[src/rtl/sm83_pkg.sv]
// Shared types for the SM83 register file: register views, write-enable
// vector, register selectors and the IDU operation/target encodings.
package sm83_pkg;

    typedef logic [7:0]  r8_t;
    typedef logic [15:0] r16_t;

    // A register pair viewed as two bytes; index with R16_MSB / R16_LSB.
    typedef logic [1:0][7:0] r8_16_t;
    localparam int R16_MSB = 1;
    localparam int R16_LSB = 0;

    // Pair slots inside the register file, in B/C, D/E, H/L order.
    localparam int PAIR_BC    = 0;
    localparam int PAIR_DE    = 1;
    localparam int PAIR_HL    = 2;
    localparam int PAIR_COUNT = 3;

    typedef struct packed {
        logic ir;
        logic ie;
        logic a;
        logic f;
        logic gp8;
        logic gp16;
        logic pc;
        logic sp;
    } reg_wen_vec_t;

    // Byte selector: even codes hit the pair msb, odd codes the lsb.
    typedef enum logic [2:0] {
        REG_B = 3'd0,
        REG_C = 3'd1,
        REG_D = 3'd2,
        REG_E = 3'd3,
        REG_H = 3'd4,
        REG_L = 3'd5
    } gp_r8_sel_t;

    typedef enum logic [1:0] {
        REG_BC = 2'd0,
        REG_DE = 2'd1,
        REG_HL = 2'd2
    } gp_r16_sel_t;

    // Flag register: z/n/h/c in the upper nibble, lower nibble always zero.
    typedef struct packed {
        logic       z;
        logic       n;
        logic       h;
        logic       c;
        logic [3:0] pad;
    } flags_t;

    typedef enum logic [1:0] {
        IDU_NONE = 2'd0,
        IDU_INC  = 2'd1,
        IDU_DEC  = 2'd2
    } idu_op_t;

    typedef enum logic [2:0] {
        IDU_PC = 3'd0,
        IDU_SP = 3'd1,
        IDU_BC = 3'd2,
        IDU_DE = 3'd3,
        IDU_HL = 3'd4
    } idu_tgt_t;

    typedef struct packed {
        r8_t    ir;
        r8_t    ie;
        r8_t    a;
        flags_t f;
        r8_16_t b_c;
        r8_16_t d_e;
        r8_16_t h_l;
        r16_t   pc;
        r16_t   sp;
    } reg_vec_t;

endpackage

[src/rtl/sm83_idu.sv]
// 16-bit increment/decrement unit; wraps modulo 2^16, never touches flags.
module sm83_idu
    import sm83_pkg::*;
(
    input  r16_t    value,
    input  idu_op_t op,
    output r16_t    result
);

    // Pure combinational +1 / -1; any other op passes the value through.
    always_comb begin
        result = value;
        case (op)
            IDU_INC: result = value + 16'd1;
            IDU_DEC: result = value - 16'd1;
            default: result = value;
        endcase
    end

endmodule

[src/rtl/sm83_regfile.sv]
// SM83 architectural register file with a shared IDU for PC/SP/pair
// inc/dec. All state is registered; explicit writes beat the IDU.
module sm83_regfile
    import sm83_pkg::*;
#(
    parameter r16_t RST_PC = 16'h0000,
    parameter r16_t RST_SP = 16'h0000
) (
    input  logic         clk,
    input  logic         rst_n,
    input  reg_wen_vec_t wen,
    input  gp_r8_sel_t   gp8_sel,
    input  gp_r16_sel_t  gp16_sel,
    input  r8_t          wdata8,
    input  r16_t         wdata16,
    input  flags_t       f_wdata,
    input  logic [3:0]   f_wmask,
    input  idu_op_t      idu_op,
    input  idu_tgt_t     idu_tgt,
    output r16_t         idu_addr,
    output reg_vec_t     regs
);

    r8_t    ir_reg, ir_next;
    r8_t    ie_reg, ie_next;
    r8_t    a_reg, a_next;
    flags_t f_reg, f_next;
    r8_16_t pair_reg  [PAIR_COUNT];
    r8_16_t pair_next [PAIR_COUNT];
    r16_t   pc_reg, pc_next;
    r16_t   sp_reg, sp_next;

    r16_t   idu_value;
    r16_t   idu_result;
    logic   idu_active;

    logic [3:0] flag_bits_reg;
    logic [3:0] flag_bits_wdata;
    logic [3:0] flag_bits_next;

    assign idu_active = (idu_op == IDU_INC) || (idu_op == IDU_DEC);

    // Select the IDU source; unused target codes read as zero.
    always_comb begin
        idu_value = '0;
        case (idu_tgt)
            IDU_PC:  idu_value = pc_reg;
            IDU_SP:  idu_value = sp_reg;
            IDU_BC:  idu_value = pair_reg[PAIR_BC];
            IDU_DE:  idu_value = pair_reg[PAIR_DE];
            IDU_HL:  idu_value = pair_reg[PAIR_HL];
            default: idu_value = '0;
        endcase
    end

    assign idu_addr = idu_value;

    sm83_idu u_idu (
        .value  (idu_value),
        .op     (idu_op),
        .result (idu_result)
    );

    assign ir_next = wen.ir ? wdata8 : ir_reg;
    assign ie_next = wen.ie ? wdata8 : ie_reg;
    assign a_next  = wen.a  ? wdata8 : a_reg;

    // Flags are masked individually; the pad nibble is rebuilt as zero.
    assign flag_bits_reg   = {f_reg.z, f_reg.n, f_reg.h, f_reg.c};
    assign flag_bits_wdata = {f_wdata.z, f_wdata.n, f_wdata.h, f_wdata.c};

    for (genvar gi = 0; gi < 4; gi++) begin : g_flag
        assign flag_bits_next[gi] = (wen.f && f_wmask[gi]) ? flag_bits_wdata[gi]
                                                           : flag_bits_reg[gi];
    end

    assign f_next = flags_t'({flag_bits_next, 4'h0});

    // Per-pair merge: gp8 byte over gp16 word; any explicit hit drops the IDU.
    for (genvar gi = 0; gi < PAIR_COUNT; gi++) begin : g_pair
        logic gp16_hit;
        logic msb_hit;
        logic lsb_hit;
        logic idu_take;
        r8_t  msb_next;
        r8_t  lsb_next;

        assign gp16_hit = wen.gp16 && (gp16_sel == 2'(gi));
        assign msb_hit  = wen.gp8 && (gp8_sel == 3'(2 * gi));
        assign lsb_hit  = wen.gp8 && (gp8_sel == 3'(2 * gi + 1));
        assign idu_take = idu_active && (idu_tgt == 3'(int'(IDU_BC) + gi))
                          && !(gp16_hit || msb_hit || lsb_hit);

        assign msb_next = msb_hit  ? wdata8 :
                          gp16_hit ? wdata16[15:8] :
                          idu_take ? idu_result[15:8] :
                                     pair_reg[gi][R16_MSB];
        assign lsb_next = lsb_hit  ? wdata8 :
                          gp16_hit ? wdata16[7:0] :
                          idu_take ? idu_result[7:0] :
                                     pair_reg[gi][R16_LSB];

        assign pair_next[gi] = {msb_next, lsb_next};
    end

    assign pc_next = wen.pc ? wdata16 :
                     (idu_active && idu_tgt == IDU_PC) ? idu_result : pc_reg;
    assign sp_next = wen.sp ? wdata16 :
                     (idu_active && idu_tgt == IDU_SP) ? idu_result : sp_reg;

    // State update; reset overrides every write and IDU op in the same cycle.
    always_ff @(posedge clk) begin
        if (!rst_n) begin
            ir_reg <= '0;
            ie_reg <= '0;
            a_reg  <= '0;
            f_reg  <= '0;
            pc_reg <= RST_PC;
            sp_reg <= RST_SP;
            for (int i = 0; i < PAIR_COUNT; i++) begin
                pair_reg[i] <= '0;
            end
        end else begin
            ir_reg <= ir_next;
            ie_reg <= ie_next;
            a_reg  <= a_next;
            f_reg  <= f_next;
            pc_reg <= pc_next;
            sp_reg <= sp_next;
            for (int i = 0; i < PAIR_COUNT; i++) begin
                pair_reg[i] <= pair_next[i];
            end
        end
    end

    // Present the registered state as one bundle.
    always_comb begin
        regs     = '0;
        regs.ir  = ir_reg;
        regs.ie  = ie_reg;
        regs.a   = a_reg;
        regs.f   = f_reg;
        regs.b_c = pair_reg[PAIR_BC];
        regs.d_e = pair_reg[PAIR_DE];
        regs.h_l = pair_reg[PAIR_HL];
        regs.pc  = pc_reg;
        regs.sp  = sp_reg;
    end

endmodule
[config.mk]
export PLATFORM = sky130hd
export DESIGN_NAME = sm83_regfile
export DESIGN_NICKNAME = d
export VERILOG_FILES = /design/src/rtl/sm83_pkg.sv /design/src/rtl/sm83_idu.sv /design/src/rtl/sm83_regfile.sv
export SDC_FILE = /design/constraint.sdc
export NUM_CORES = 1
export LEC_CHECK = 0
export CORE_MARGIN = 8
export CORE_UTILIZATION = 56
export CTS_BUF_LIST = sky130_fd_sc_hd__clkbuf_4
export CTS_CLUSTER_SIZE = 8
export DETAILED_ROUTE_END_ITERATION = 6
export GPL_TIMING_DRIVEN = 0
export HOLD_SLACK_MARGIN = 0.03
export PLACE_DENSITY = 0.95
export SYNTH_ARGS = -nofsm -noshare
export SYNTH_HDL_FRONTEND = slang
export SYNTH_HIERARCHICAL = 1
export SYNTH_SLANG_ARGS = --single-unit
[constraint.sdc]
create_clock -name clk -period 11.2 [get_ports clk]
set_input_delay 1.12 -clock clk [delete_from_list [all_inputs] [get_ports clk]]
set_output_delay 1.12 -clock clk [all_outputs]
set_load 0.02 [all_outputs]
Word level (Yosys, flattened, before mapping)
Memory sizes are Yosys's and may differ from the RTL's.
Index checks and enable logic that the tools add are counted.
Widths: inputs -> output; s select.
Storage, ports and cells
  bits of input ports: 56
  bits in writable memories: 48
  logic and storage cells: 94
  memories kept: 1
  register bits after elaboration: 64
Memories
  pair_reg: depth 3, width 16, read ports 3, clocked after Yosys merged registers in 0, wr ports 3, RTL line sm83_regfile.sv:28  | r8_16_t pair_reg [PAIR_COUNT];
Cells by class
  reductions and logical operators: 36
  bitwise logic cells: 3
  equal/unequal tests: 13
  add/sub/neg operators: 2
  multiplexer cells: 29
Operator list (number)
  $mux 8: 18
  $mux 16: 7
  $pmux 16 s5: 1
  $pmux 16 s2: 1
  $logic_and 1x1->1: 21
  $add 16x1->16 const B: 1
  $sub 16x1->16 const B: 1
  $eq 3x2->1 const B: 4
  $eq 3x3->1 const B: 3
  $logic_or 1x1->1: 7
  $eq 3x1->1 const B: 2
  $logic_not 3->1: 2
  $eq 2x1->1 const B: 2
  $eq 2x2->1 const B: 2
  $reduce_bool 2->1: 2
  $logic_not 1->1: 3
  $or 1x1->1: 3
  $logic_not 2->1: 1
  $mux 1: 2

Logic depth before layout (Yosys ltp)
  depth after elaboration: 10
  depth in mapped cells: 17
  depth with buffers taken out: 15

Cells and area by module
Netlist, hierarchy kept.
Modules (own cells, without submodules)
  sm83_regfile: area an instance 6214.7 µm², cells an instance 648, times used 1
  sm83_idu: area an instance 1308.8 µm², cells an instance 185, times used 1

Least setup slack after synthesis
No wires, ideal clock.
  kind: input-to-reg
  from: in idu_tgt[1]
  to: mem pair_reg[0][29] (netlist bit)
  slack: 6.470 ns
  arrival time: 4.660 ns
  cell stages on the path: 15
  data required time: 11.130 ns
  cell sequence: buf_2 nor2_1 clkbuf_1 a22oi_1 o22ai_1 buf_2 and4b_1 a32oi_1 or3_1 or4_1 o211ai_1 xor2_1 mux2i_1 a221o_1 a21boi_1
RTL lines
  start: declaration: RTL line sm83_regfile.sv:19  | input idu_tgt_t idu_tgt,
  end: declaration: RTL line sm83_regfile.sv:28

==> impl_metrics.csv <==
group,metric,value,unit
grt,grt_usage,30.2,%
finish,synthToLayoutAreaGrowth,25.9,%
worst_setup_path,regToRegStartpoint,"pair_reg[0][1]",
sta,hold_viol_final,0,
worst_setup_path,cp-end-kind,"flop",
sta,hold_slack,474,ps
job,cap_viol_max_count,0,
synth,yosys.area.top_type,"dfxtp_1",
sta,tns,0,ps
worst_hold_path,hold_path_end,"regs[86]",
synth,ys_ff_latch,108,
worst_setup_path,worst_setup_path_start_kind,"input port",
grt,grt_max_degree,17,
sta,fmax,176,MHz
sta,max_slew_margin,46.6,%
finish,drive_gt1_share,12.1,%
synth,synth_edf_count,0,
power,p_per_area,107,nW/um^2
floorplan,dieArea,17400,sq um
finish,final_cell_area,9470,sq um
worst_setup_path,crit_fanout,10,
worst_hold_path,hold_path_depth,2,
cts,cts_tree,"built",
synth,synthTopCellsByCount,"dfxtp_1 (108), mux2i_1 (90), nand2_1 (79), clkbuf_1 (42)",
synth,syn_area,7520,sq um
sta,setup_viol,0,
worst_setup_path,required,11640,ps
floorplan,start_util,57.0,%
sta,rsz0062_at_grt,"false",
finish,largest_reg_flops,48,
worst_hold_path,hp-class,"reg2reg",
synth,yosysUniqueCellTypes,87,
finish,fin_util,71.8,%
cts,cts_buffer_depth,2,
power,ir_worst_vdd,72.0,uV
placement,port_buffers,155,
floorplan,rows,42,
sta,fin_crit,5670,ps
cts,clk_latency,490,ps
routing,drc,0,
grt,gr-total-overflow,0,
grt,grt_pass1_vias,7544,
worst_setup_path,cpLargestDelayFamily,"buffers and inverters",
synth,synth_flop_cell,"dfxtp_1",
worst_setup_path,critPathBufInv,4,
cts,clkTransAtPathRegs,160,ps
run_status,status,"finished clean",
cts,post_cts_resized,0,
worst_setup_path,crit_chain,"clkdlybuf4s50_1 > buf_2 > nor2_1 > clkbuf_1 > a22oi_1 > o22ai_1 > clkbuf_1 > nand4bb_1 > nand4_1 > a311oi_1 > a211oi_1 > mux2i_1 > xnor2_1 > mux2i_1 > a211oi_1 > a31o_1",
floorplan,die_width,132,microns
cts,cts_hold_buffers,0,
sta,worst_slew_pin_slew,802,ps
placement,placed_area,9320,sq um
cts,cts_setup_buffers,0,
floorplan,pin_count,184,
synth,synth_most_common_cell,"dfxtp_1",
placement,place.gp.congestion,0.987,
finish,nNetsFinal,1062,
power,leakagePower,0.00379,uW
sta,final_max_slew_viol_count,0,
routing,drt_iter0_markers,1200,
synth,async_flop_share,0,%
routing,vias,7955,
worst_setup_path,critPathMaxStageDelay,520,ps
sta,layout_worst_path_cycle_share,50.7,%
routing,antenna_left,0,
worst_setup_path,reg2reg_slack,7090,ps
worst_setup_path,r2r_cells,15,
routing,wl,27700,microns
routing,wl_per_cell,23.4,microns
synth,synthCells,833,
synth,seq_area_frac_synth,28.7,%
worst_setup_path,crit_type,"in2reg",
cts,clockRootBuffer,"clkbuf_4",
synth,avgSynthCellArea,9.03,sq um
cts,cts_max_level,3,
placement,dpl.hpwl,21300,microns
worst_setup_path,arrival,6110,ps
grt,antenna_found_initial,1,
worst_setup_path,timing.rr.end,"pair_reg[0][46]",
synth,synth_area_leaders,"dfxtp_1 (29%), mux2i_1 (12%), o211a_1 (4.3%), nand2_1 (3.9%), o2bb2ai_1 (3.7%)",
synth,yosysTopAreaCellShare,28.7,%
floorplan,coreArea,13200,sq um
worst_setup_path,crit_slowest_cell,"clkbuf_1",
grt,grt_pass1_wl,42400,microns
sta,clock_skew,15.6,ps
finish,nFillCells,1028,
worst_setup_path,startpoint,"idu_tgt[0]",
routing,via_per_inst,6.71,
cts,cts_sinks,108,
floorplan,die_h,132,microns
routing,dr.pass1.iters,6,
worst_hold_path,hp-start,"regs[86]",
synth,yosys_warnings,6,
cts,cts_made_buffers,9,
[worst max path at each step]
stage          cells after the start              end  slack (ps)
2_1_floorplan                     15  pair_reg[0][29]        6470
3_3_place_gp                      16  pair_reg[0][39]        4780
3_5_place_dp                      16  pair_reg[0][29]        5200
4_1_cts                           16  pair_reg[0][29]        5750
5_1_grt                           16  pair_reg[0][46]        5370
6_report                          16  pair_reg[0][46]        5530
[power by group]
part           internal [uW]  switching [uW]  total [uW]
clock                   91.4             131         222
sequential               411            23.2         434
combinational            153             205         358
total                    655             360        1010
[tightest hold or removal path, stage by stage (launching register included)]
cell and delay, ps:
dfxtp_1 340, nand2_1 40, a21boi_0 60
[cells in the final DEF, fill, tap and decap left out, drive strengths merged, types with 9 or more instances in the layout]
cell | Yosys | routed
a211oi | 18 | 18
a21boi | 11 | 11
a21oi | 18 | 18
a22oi | 31 | 31
a31o | 25 | 25
buf | 47 | 47
clkbuf | 46 | 56
clkdlybuf4s50 | 0 | 155
dfxtp | 108 | 108
inv | 9 | 9
mux2 | 24 | 24
mux2i | 90 | 90
nand2 | 79 | 79
nand3 | 16 | 16
nor2 | 31 | 31
nor2b | 28 | 28
nor3 | 12 | 12
o211a | 32 | 32
o21ai | 33 | 33
o22ai | 18 | 18
o2bb2ai | 32 | 32
xnor2 | 9 | 9
xor2 | 10 | 10
[kinds of logic after synthesis]
kind of cell | synth area share [%]
muxes | 15.9
buffers and inverters | 7.35
DFF | 28.7
AOI/OAI and AO/OA | 28.3
adders and majority gates | 0.499
other | 0.0498
and+or+nand+nor | 16.9
xor gates and xnor gates | 2.31
[metal layers]
| layer | routed length, microns | up-vias | track usage [%] | part of all wire (%) |
|---|---|---|---|---|
| li1 | - | 3484 | - | - |
| met3 | 3160 | 103 | 6.06 | 11 |
| met1 | 11000 | 3753 | 39.3 | 40 |
| met2 | 12600 | 615 | 47.8 | 46 |
| met4 | 921 | 0 | 11.9 | 3.3 |
| met5 | 0 | - | 0 | 0 |
[final cells by class]
type | count | area, sq um | share of cell area [%]
timing repair buffer | 156 | 1560 | 16.5
multi-input combinational | 626 | 4820 | 50.9
clock inverter | 6 | 78.8 | 0.832
antenna | 1 | 2.50 | 0.0264
clock buffer | 10 | 75.1 | 0.792
buffer | 93 | 519 | 5.48
sequential | 108 | 2160 | 22.8
inverter | 9 | 33.8 | 0.357
tap | 176 | 220 | 2.32
[metrics by stage]
stage | worst slack [ps] | std cells | power (uW)
6_report | 5530 | 1185 | 1010
5_1_grt | 5370 | 1185 | 1050
4_1_cts | 5750 | 1184 | 1010
3_5_place_dp | 5200 | 1168 | 790
3_3_place_gp | 4780 | 1167 | 783
2_1_floorplan | 6470 | 836 | 652
Power figures use the tool's default switching activity.
